`src/rtl/div_arbiter_if.sv`:
```
// Bundle of requester-side and divider-side signals for div_arbiter.
// The arbiter connects through the slave modport; the environment drives through master.
interface div_arbiter_if #(
    parameter int WIDTH = 16
);
    logic             Req0;
    logic             Req1;
    logic [WIDTH-1:0] Dividend0;
    logic [WIDTH-1:0] Dividend1;
    logic [WIDTH-1:0] Divisor0;
    logic [WIDTH-1:0] Divisor1;
    logic             Grant0;
    logic             Grant1;
    logic             Valid0;
    logic             Valid1;
    logic [WIDTH-1:0] Quotient0;
    logic [WIDTH-1:0] Quotient1;
    logic             Error0;
    logic             Error1;
    logic             Busy;
    logic             Div_Start;
    logic [WIDTH-1:0] Div_Dividend;
    logic [WIDTH-1:0] Div_Divisor;
    logic [WIDTH-1:0] Div_Quotient;
    logic             Div_Done;

    modport master (
        output Req0, Req1, Dividend0, Dividend1, Divisor0, Divisor1,
        output Div_Quotient, Div_Done,
        input  Grant0, Grant1, Valid0, Valid1, Quotient0, Quotient1,
        input  Error0, Error1, Busy, Div_Start, Div_Dividend, Div_Divisor
    );

    modport slave (
        input  Req0, Req1, Dividend0, Dividend1, Divisor0, Divisor1,
        input  Div_Quotient, Div_Done,
        output Grant0, Grant1, Valid0, Valid1, Quotient0, Quotient1,
        output Error0, Error1, Busy, Div_Start, Div_Dividend, Div_Divisor
    );
endinterface

```
`src/rtl/div_arbiter.sv`:
```
// Round-robin arbiter sharing one external divider between two requesters,
// with divide-by-zero short-cut and a WAIT timeout that forces an error result.
module div_arbiter #(
    parameter int WIDTH   = 16,
    parameter int TIMEOUT = 64
) (
    input logic          Clock,
    input logic          Reset,
    div_arbiter_if.slave bus
);

    localparam int            CW       = (TIMEOUT > 1) ? $clog2(TIMEOUT) : 1;
    localparam logic [CW-1:0] CNT_LAST = CW'(TIMEOUT - 1);

    typedef enum logic [1:0] {IDLE, ISSUE, WAIT, RESP} state_t;

    state_t           state_q, state_d;
    logic             last_q, last_d;
    logic             served_q, served_d;
    logic             done_d_q, done_d_d;
    logic [CW-1:0]    cnt_q, cnt_d;
    logic [WIDTH-1:0] res_q, res_d;
    logic             res_err_q, res_err_d;
    logic             grant0_q, grant0_d, grant1_q, grant1_d;
    logic             valid0_q, valid0_d, valid1_q, valid1_d;
    logic [WIDTH-1:0] quot0_q, quot0_d, quot1_q, quot1_d;
    logic             err0_q, err0_d, err1_q, err1_d;
    logic             busy_q, busy_d;
    logic             start_q, start_d;
    logic [WIDTH-1:0] dvd_q, dvd_d, dvs_q, dvs_d;
    logic             pick1;
    logic [WIDTH-1:0] sel_dvs;

    always_comb begin
        state_d   = state_q;
        last_d    = last_q;
        served_d  = served_q;
        done_d_d  = bus.Div_Done;
        cnt_d     = cnt_q;
        res_d     = res_q;
        res_err_d = res_err_q;
        grant0_d  = 1'b0;
        grant1_d  = 1'b0;
        valid0_d  = 1'b0;
        valid1_d  = 1'b0;
        quot0_d   = quot0_q;
        quot1_d   = quot1_q;
        err0_d    = err0_q;
        err1_d    = err1_q;
        start_d   = 1'b0;
        dvd_d     = dvd_q;
        dvs_d     = dvs_q;
        // On a tie, requester 1 wins only if requester 1 was not the last one served.
        pick1     = bus.Req1 && (!bus.Req0 || !last_q);
        sel_dvs   = pick1 ? bus.Divisor1 : bus.Divisor0;

        case (state_q)
            IDLE: begin
                if (bus.Req0 || bus.Req1) begin
                    last_d   = pick1;
                    served_d = pick1;
                    grant0_d = !pick1;
                    grant1_d = pick1;
                    dvd_d    = pick1 ? bus.Dividend1 : bus.Dividend0;
                    dvs_d    = sel_dvs;
                    if (sel_dvs != '0) begin
                        state_d = ISSUE;
                        start_d = 1'b1;
                    end else begin
                        state_d   = RESP;
                        res_d     = '0;
                        res_err_d = 1'b1;
                    end
                end
            end
            ISSUE: begin
                state_d = WAIT;
                cnt_d   = '0;
            end
            WAIT: begin
                // A completion edge takes priority over a timeout in the same cycle.
                if (bus.Div_Done && !done_d_q) begin
                    state_d   = RESP;
                    res_d     = bus.Div_Quotient;
                    res_err_d = 1'b0;
                end else if (cnt_q == CNT_LAST) begin
                    state_d   = RESP;
                    res_d     = '0;
                    res_err_d = 1'b1;
                end else begin
                    cnt_d = cnt_q + 1'b1;
                end
            end
            RESP: begin
                state_d = IDLE;
                if (served_q) begin
                    valid1_d = 1'b1;
                    quot1_d  = res_q;
                    err1_d   = res_err_q;
                end else begin
                    valid0_d = 1'b1;
                    quot0_d  = res_q;
                    err0_d   = res_err_q;
                end
            end
            default: state_d = IDLE;
        endcase

        busy_d = (state_d != IDLE);
    end

    always_ff @(posedge Clock or negedge Reset) begin
        if (!Reset) begin
            state_q   <= IDLE;
            last_q    <= 1'b1;
            served_q  <= 1'b0;
            done_d_q  <= 1'b0;
            cnt_q     <= '0;
            res_q     <= '0;
            res_err_q <= 1'b0;
            grant0_q  <= 1'b0;
            grant1_q  <= 1'b0;
            valid0_q  <= 1'b0;
            valid1_q  <= 1'b0;
            quot0_q   <= '0;
            quot1_q   <= '0;
            err0_q    <= 1'b0;
            err1_q    <= 1'b0;
            busy_q    <= 1'b0;
            start_q   <= 1'b0;
            dvd_q     <= '0;
            dvs_q     <= '0;
        end else begin
            state_q   <= state_d;
            last_q    <= last_d;
            served_q  <= served_d;
            done_d_q  <= done_d_d;
            cnt_q     <= cnt_d;
            res_q     <= res_d;
            res_err_q <= res_err_d;
            grant0_q  <= grant0_d;
            grant1_q  <= grant1_d;
            valid0_q  <= valid0_d;
            valid1_q  <= valid1_d;
            quot0_q   <= quot0_d;
            quot1_q   <= quot1_d;
            err0_q    <= err0_d;
            err1_q    <= err1_d;
            busy_q    <= busy_d;
            start_q   <= start_d;
            dvd_q     <= dvd_d;
            dvs_q     <= dvs_d;
        end
    end

    assign bus.Grant0       = grant0_q;
    assign bus.Grant1       = grant1_q;
    assign bus.Valid0       = valid0_q;
    assign bus.Valid1       = valid1_q;
    assign bus.Quotient0    = quot0_q;
    assign bus.Quotient1    = quot1_q;
    assign bus.Error0       = err0_q;
    assign bus.Error1       = err1_q;
    assign bus.Busy         = busy_q;
    assign bus.Div_Start    = start_q;
    assign bus.Div_Dividend = dvd_q;
    assign bus.Div_Divisor  = dvs_q;

endmodule

```
`src/flat_wrapper.sv`:
```
// flat-port wrapper written by rule: the top's interface ports become plain ports
module div_arbiter_flat 
#(
    parameter int WIDTH   = 16,
    parameter int TIMEOUT = 64
)
  (Clock, Reset, bus_Req0, bus_Req1, bus_Dividend0, bus_Dividend1, bus_Divisor0, bus_Divisor1, bus_Div_Quotient, bus_Div_Done, bus_Grant0, bus_Grant1, bus_Valid0, bus_Valid1, bus_Quotient0, bus_Quotient1, bus_Error0, bus_Error1, bus_Busy, bus_Div_Start, bus_Div_Dividend, bus_Div_Divisor);
  div_arbiter_if #(.WIDTH(WIDTH)) bus_i ();
  input logic Clock;
  input logic Reset;
  input wire logic [$bits(bus_i.Req0)-1:0] bus_Req0;
  input wire logic [$bits(bus_i.Req1)-1:0] bus_Req1;
  input wire logic [$bits(bus_i.Dividend0)-1:0] bus_Dividend0;
  input wire logic [$bits(bus_i.Dividend1)-1:0] bus_Dividend1;
  input wire logic [$bits(bus_i.Divisor0)-1:0] bus_Divisor0;
  input wire logic [$bits(bus_i.Divisor1)-1:0] bus_Divisor1;
  input wire logic [$bits(bus_i.Div_Quotient)-1:0] bus_Div_Quotient;
  input wire logic [$bits(bus_i.Div_Done)-1:0] bus_Div_Done;
  output wire logic [$bits(bus_i.Grant0)-1:0] bus_Grant0;
  output wire logic [$bits(bus_i.Grant1)-1:0] bus_Grant1;
  output wire logic [$bits(bus_i.Valid0)-1:0] bus_Valid0;
  output wire logic [$bits(bus_i.Valid1)-1:0] bus_Valid1;
  output wire logic [$bits(bus_i.Quotient0)-1:0] bus_Quotient0;
  output wire logic [$bits(bus_i.Quotient1)-1:0] bus_Quotient1;
  output wire logic [$bits(bus_i.Error0)-1:0] bus_Error0;
  output wire logic [$bits(bus_i.Error1)-1:0] bus_Error1;
  output wire logic [$bits(bus_i.Busy)-1:0] bus_Busy;
  output wire logic [$bits(bus_i.Div_Start)-1:0] bus_Div_Start;
  output wire logic [$bits(bus_i.Div_Dividend)-1:0] bus_Div_Dividend;
  output wire logic [$bits(bus_i.Div_Divisor)-1:0] bus_Div_Divisor;
  assign bus_i.Req0 = bus_Req0;
  assign bus_i.Req1 = bus_Req1;
  assign bus_i.Dividend0 = bus_Dividend0;
  assign bus_i.Dividend1 = bus_Dividend1;
  assign bus_i.Divisor0 = bus_Divisor0;
  assign bus_i.Divisor1 = bus_Divisor1;
  assign bus_i.Div_Quotient = bus_Div_Quotient;
  assign bus_i.Div_Done = bus_Div_Done;
  assign bus_Grant0 = bus_i.Grant0;
  assign bus_Grant1 = bus_i.Grant1;
  assign bus_Valid0 = bus_i.Valid0;
  assign bus_Valid1 = bus_i.Valid1;
  assign bus_Quotient0 = bus_i.Quotient0;
  assign bus_Quotient1 = bus_i.Quotient1;
  assign bus_Error0 = bus_i.Error0;
  assign bus_Error1 = bus_i.Error1;
  assign bus_Busy = bus_i.Busy;
  assign bus_Div_Start = bus_i.Div_Start;
  assign bus_Div_Dividend = bus_i.Div_Dividend;
  assign bus_Div_Divisor = bus_i.Div_Divisor;
  div_arbiter #(.WIDTH(WIDTH), .TIMEOUT(TIMEOUT)) u_core (.Clock(Clock), .Reset(Reset), .bus(bus_i));
endmodule
```
`config.mk`:
```
export PLATFORM = sky130hd
export DESIGN_NAME = div_arbiter_flat
export DESIGN_NICKNAME = d
export VERILOG_FILES = /design/src/rtl/div_arbiter_if.sv /design/src/rtl/div_arbiter.sv /design/src/flat_wrapper.sv
export SDC_FILE = /design/constraint.sdc
export NUM_CORES = 1
export LEC_CHECK = 0
export BUFFER_PORTS_ARGS = -buffer_cell sky130_fd_sc_hd__buf_2
export CAP_MARGIN = 10
export CELL_PAD_IN_SITES_DETAIL_PLACEMENT = 1
export CELL_PAD_IN_SITES_GLOBAL_PLACEMENT = 1
export CORE_MARGIN = 8
export CORE_UTILIZATION = 38
export DETAILED_ROUTE_END_ITERATION = 10
export GPL_TIMING_DRIVEN = 1
export PLACE_DENSITY_LB_ADDON = 0.08
export SYNTH_ARGS = -nofsm -noshare
export SYNTH_HDL_FRONTEND = slang
export SYNTH_SLANG_ARGS = --single-unit
```
`constraint.sdc`:
```
create_clock -name Clock -period 2.14 [get_ports Clock]
set_clock_uncertainty 0.1 [all_clocks]
set_input_delay 0.535 -clock Clock [delete_from_list [all_inputs] [get_ports Clock]]
set_output_delay 0.535 -clock Clock [all_outputs]
set_load 0.05 [all_outputs]
```
* Yosys cells after proc, flatten, opt, wreduce, memory -nomap -nowiden
Cells that the tools add are included.
** Operators by class
- Add/sub/neg operators :: 1
- $mul :: 0
- Divide/modulo/power cells :: 0
- Order comparisons :: 0
- Eq/ne operators :: 9
- Shift operators :: 0
- Muxes and demuxes :: 31
- Bitwise operators :: 1
- Reduce and logical (&&, ||, !) cells :: 18
** Operators by type and width (count)
- 16-bit two-way mux :: 6
- 16-bit one-hot mux with 2 select lines :: 1
- 16-bit nonzero test :: 1
- 1-bit two-way mux :: 15
- 6-bit two-way mux :: 2
- 6-bit one-hot mux with 2 select lines :: 1
- 2-bit two-way mux :: 4
- 2-bit one-hot mux with 4 select lines :: 1
- 6-bit by 1-bit adder with 6-bit output (second input constant) :: 1
- 6-bit == test (second input constant) :: 1
- 2-bit != test (second input constant) :: 3
- 2-bit AND reduction :: 3
- 2-bit nonzero test :: 3
- 2-bit == test (second input constant) :: 2
- 1-bit zero test :: 4
- 4-bit AND reduction :: 1
- 3-bit by 1-bit != test with 1-bit output (second input constant) :: 1
- 3-bit AND reduction :: 1
- 2-bit by 1-bit == test with 1-bit output (second input constant) :: 1
- 1-bit logical AND :: 2
- 2-bit zero test :: 1
- 1-bit logical OR :: 2
- 2-bit by 1-bit != test with 1-bit output (second input constant) :: 1
- 1-bit one-hot mux with 2 select lines :: 1
- 1-bit NOT :: 1
** Storage, ports and cells
- Bits in registers :: 100
- Latch bits :: 0
- RAM bits :: 0
- Memory bits (read-only) :: 0
- Logic and storage cells :: 79
- Memories :: 0

* Depth between registers and ports, before layout
- Depth in word-level cells :: 9
- Depth in mapped cells :: 8

* Worst setup path before layout
OpenSTA, ideal clock, no wires.
- Path kind :: input to register
- Start :: in bus_Divisor0[14]
- End :: reg u_core.res_q[0]
- Setup time :: 0.121 ns
- Arrival :: 1.719 ns
- Data required time :: 1.919 ns
- Setup slack :: 0.200 ns
- Stages :: 6
- Buffers on the path :: 1
- Cell sequence :: nor4_2 > nand4_2 > nor3_4 > o31ai_4 > buf_6 > a22o_1
** On the way
- Cells in the longest elaborated chain, start to end :: 4
** RTL lines
- start, declared :: line flat_wrapper.sv:15 : input wire logic [$bits(bus_i.Divisor0)-1:0] bus_Divisor0;
- 16-bit two-way mux :: line div_arbiter.sv:55 : sel_dvs = pick1 ? bus.Divisor1 : bus.Divisor0;
- 16-bit nonzero test :: line div_arbiter.sv:66 : if (sel_dvs != '0) begin
- 2-bit != test (no source line)
- 4-bit AND reduction (no source line)
- end signal, assigned :: line div_arbiter.sv:139 : res_q <= res_d;
- end, declared :: line div_arbiter.sv:22 : logic [WIDTH-1:0] res_q, res_d;
Every way passes these cells.
A chain may end at the register's enable or synchronous reset.

* Worst setup path in the final report
- Start :: in bus_Divisor1[2]
- End :: reg u_core.res_q[14]
** On the way
- Cells in the longest elaborated chain, start to end :: 4
** RTL lines
- start, declared :: line flat_wrapper.sv:16 : input wire logic [$bits(bus_i.Divisor1)-1:0] bus_Divisor1;
- 16-bit two-way mux :: line div_arbiter.sv:55
- 16-bit nonzero test :: line div_arbiter.sv:66
- 2-bit != test (no source line)
- 4-bit AND reduction (no source line)
Every way passes these cells.

==> metrics.cfg <==
[power]
post-layout-total-power_uw = 9900
vdd.ir_drop.worst_mv = 0.921
internal_power_of_the_cells_uw = 4980
share_seq_of_total_power_pct = 33.1
switching_share_pct = 49.7
leakage_uw = 0.00302
share_comb_of_total_power_pct = 51.5
power_density_mw_per_mm2 = 1750
clock_power_share_pct = 15.4
switchingPower_uw = 4920

[global_route]
largest_net_degree_at_the_start_of_global_routing = 64
grt_pass1_vias = 3837
grt_antenna_before_repair = 1
grt_util_all_layers_pct = 16.8
globalRoute.totalOverflow = 0
grt_first_pass_wirelength_mm = 19.9

[synthesis]
yosys.area_share.adder_pct = 1.16
mappedNetlistArea_mm2 = 0.00431
yosys-mux-area-fraction_pct = 15.1
yosys.cell_types.count = 41
postSynthCellCount = 356
yosys_register_bits = 100
main_combinational_cell_family_by_area_after_synthesis = multiplexers
sequential_area_share_after_synthesis_pct = 58.1
post_synthesis_share_of_cell_area_spent_on_and_or_nand_and_nor_gates_pct = 9.96
synthXorXnorAreaFrac_pct = 0
mapped_avg_cell_area_um2 = 12.1
synth.yosys.warnings = 0
complex_gate_fraction_of_the_synthesized_area_pct = 12.4
synthesized_nets = 445

[cells_and_area]
final_nets = 613
filler_cell_count = 1256
share_of_cells_above_drive_strength_1_pct = 44.4
layoutNonFillerInstCount = 672
antenna-diode-count = 0
final_cell_area_mm2 = 0.00565
area.growth.synth_to_final_pct = 31.2

[sta]
final.period_utilization_pct = 93.8
final-setup-viol-count = 0
fmax_mhz = 498
actual_slew_at_the_worst_max_slew_pin_ns = 0.544
report.final.hold_viol_count = 0
rsz0062_at_grt = false
slew_viol_final = 0
finalSetupTns_ns = 0
max-slew-margin-rel_pct = 63.7
timing.hold.ws_ns = 0.0391
period_needed_ns = 2.01

[floorplan]
die_area_mm2 = 0.0150
floorplan.die.width_um = 122
io_pins = 157
fp-row-count = 39
initial_core_util_pct = 38.4
die-height_um = 122
core_area_mm2 = 0.0112

[placement]
port_buffer_count = 156
dp_hpwl_mm = 9.71
dpl_cell_area_mm2 = 0.00533
dpl.cell_count = 652
gp_routability_congestion = 0.751

[setup_path]
reg2reg_depth = 7
worstSetupPathType = input pin to flop
r2r-end = u_core.res_q[14]
regToRegSetupSlack_ns = 0.14
critical_path.startpoint_type = input pin
setup.worst_path.end_class = flop
crit_required_ns = 2.32
worst-path-max-fanout = 8
critical_path_arrival_ns = 2.18
r2r_start = u_core.state_q[0]

[route]
first_iter_violations = 141
drt_pass1_iterations = 4
drcViolationCount = 0
vias = 3373
antenna_violating_nets_post_route = 0
avgRoutedWirePerCell_um = 18.5
routed_via_density = 5.02
wl_mm = 12.5

[worst_hold_path]
hold_path_class = input pin to asynchronous set/reset pin

[cts]
worstSkewPairLatency_ns = 0.34
clk_path_buf_depth = 2
total_clock_sinks = 100
cts.reportedPaths.clkPinSlew_ns = 0.07
clock_tree.htree_level_count = 3
ctsRootBufferMaster = clkbuf_16
cts_tree = built
numCtsBuffers = 9
number_of_buffers_inserted_by_hold_repair_at_cts = 0

[outcome]
status = finished clean

[job]
drv.max_cap_violation_count = 0

==> how the worst max path moves through the flow <==
| stage | from | depth (start not counted) | endpoint | slack [ns] |
|---|---|---|---|---|
| 3_3_place_gp | bus_Divisor1[2] | 6 | u_core.res_q[10] | -0.1 |
| 2_1_floorplan | bus_Divisor0[14] | 6 | u_core.res_q[0] | 0.20 |
| 4_1_cts | u_core.state_q[0] | 7 | u_core.res_q[2] | 0.03 |
| 6_report | bus_Divisor1[2] | 6 | u_core.res_q[14] | 0.13 |
| 3_5_place_dp | bus_Divisor1[2] | 6 | u_core.res_q[2] | -0.19 |
| 5_1_grt | bus_Divisor1[2] | 6 | u_core.res_q[14] | 0.02 |
==> through the flow <==
step           utilization (%)  setup slack [ns]
6_report                  50.4             0.132
5_1_grt                   50.4            0.0161
4_1_cts                   50.1            0.0332
3_5_place_dp              47.5            -0.192
3_3_place_gp              47.5           -0.0988
2_1_floorplan                -             0.200
==> power by group through the flow <==
stage / Sequential, µW / Clock [µW] / Combinational (µW)
floorplan: 5500 / 0 / 1470
global placement: 3250 / 0 / 5000
detailed placement: 3320 / 0 / 5090
CTS: 3290 / 1560 / 5150
global route: 3400 / 1640 / 5460
finish: 3270 / 1530 / 5100
==> flip-flops by register name, indices dropped and copies added, names as in the netlist <==
signal	cells
u_core.served_q	1
u_core.bus.Div_Dividend	16
u_core.bus.Grant0	1
u_core.bus.Div_Start	1
u_core.done_d_q	1
u_core.state_q	2
u_core.bus.Div_Divisor	16
u_core.bus.Grant1	1
u_core.bus.Quotient0	16
u_core.bus.Quotient1	16
u_core.bus.Error1	1
u_core.bus.Valid0	1
u_core.res_err_q	1
u_core.bus.Error0	1
u_core.bus.Busy	1
u_core.last_q	1
u_core.cnt_q	6
u_core.res_q	16
u_core.bus.Valid1	1
==> timing repair <==
item / CTS / global route
setup endpoints to repair: 5 / 3
pin swaps: 1 / 1
gates resized for setup: 0 / 1
cloned: 0 / 1
buffers inserted: 1 / 2
==> placed cells by master (no fill, tap or decap), drive strengths merged <==
cell | synthesis | layout
mux2i | 29 | 29
a21boi | 2 | 2
nor2 | 7 | 7
o21ba | 1 | 1
nand4 | 3 | 3
dfrtp | 99 | 99
clkinv | 0 | 2
o21a | 1 | 1
o22ai | 1 | 1
or3 | 1 | 1
nand2 | 54 | 54
nand4bb | 1 | 1
ha | 4 | 4
clkbuf | 10 | 11
buf | 8 | 174
o21ai | 39 | 40
nand3b | 1 | 1
o32a | 1 | 1
dfstp | 1 | 1
clkinvlp | 0 | 1
a22o | 18 | 18
o31ai | 1 | 1
mux2 | 32 | 32
a21oi | 1 | 1
nand2b | 2 | 2
nor4 | 9 | 9
nor3 | 3 | 3
o211ai | 2 | 2
nor2b | 1 | 1
nand3 | 3 | 3
a31oi | 2 | 2
a21o | 2 | 2
a22oi | 6 | 6
inv | 11 | 13
==> metal layers <==
layer	GRT usage [%]	share of wire, %
met2	29.1	51
met1	19.2	40
met5	0	0.10
met3	5.70	8.2
met4	5.41	1.5
==> cell usage after synthesis <==
master	count	share of area, %
o211ai_1	2	0.35
nor4_2	3	0.87
ha_1	4	1.2
o22ai_1	1	0.15
mux2i_1	29	6.7
a21o_1	2	0.35
a22o_1	18	3.7
nor2_1	7	0.61
buf_6	2	0.52
o21ba_2	1	0.23
nand4_2	1	0.29
a21oi_1	1	0.12
o21ai_4	1	0.38
a21boi_2	1	0.26
a21boi_0	1	0.17
nand3_1	3	0.35
o21ai_2	1	0.20
o21a_1	1	0.17
inv_1	11	0.96
dfrtp_1	99	57
nand2b_1	2	0.29
nand4bb_1	1	0.26
nor3_1	2	0.23
a22oi_1	6	1.0
nand2_1	54	4.7
or3_1	1	0.15
nor3_4	1	0.38
mux2_2	32	8.4
nand3b_1	1	0.17
o21ai_0	37	4.3
nor4_1	5	0.73
clkbuf_1	10	0.87
buf_8	1	0.35
dfstp_2	1	0.61
buf_2	5	0.58
o31ai_4	1	0.49
a31oi_1	2	0.29
nand4_1	2	0.29
nor4_4	1	0.49
nor2b_1	1	0.15
o32a_1	1	0.23
==> cell type report <==
type                            instances  area (µm²)  area share [%]
Clock inverter                          5        35.0           0.620
Multi-Input combinational cell        228        1680            29.8
Sequential cell                       100        2500            44.3
Inverter                               11        41.3           0.730
Tap cell                              143         179            3.17
Clock buffer                           11         243            4.29
Timing Repair Buffer                  174         968            17.1
==> worst max-delay path: stages <==
cell and delay [ns]:
buf_2 0.11, nor4_1 0.40, nand4_1 0.27, o32a_1 0.47, o21ai_2 0.20, a22o_1 0.19
==> cell families after synthesis <==
group | after synthesis
AO/OA/AOI/OAI | 77
adder cells (fa/ha/maj) | 4
buffers and inverters | 29
flip-flops | 100
multiplexers | 61
AND/OR/NAND/NOR | 85
(Power assumes the default switching activity.)
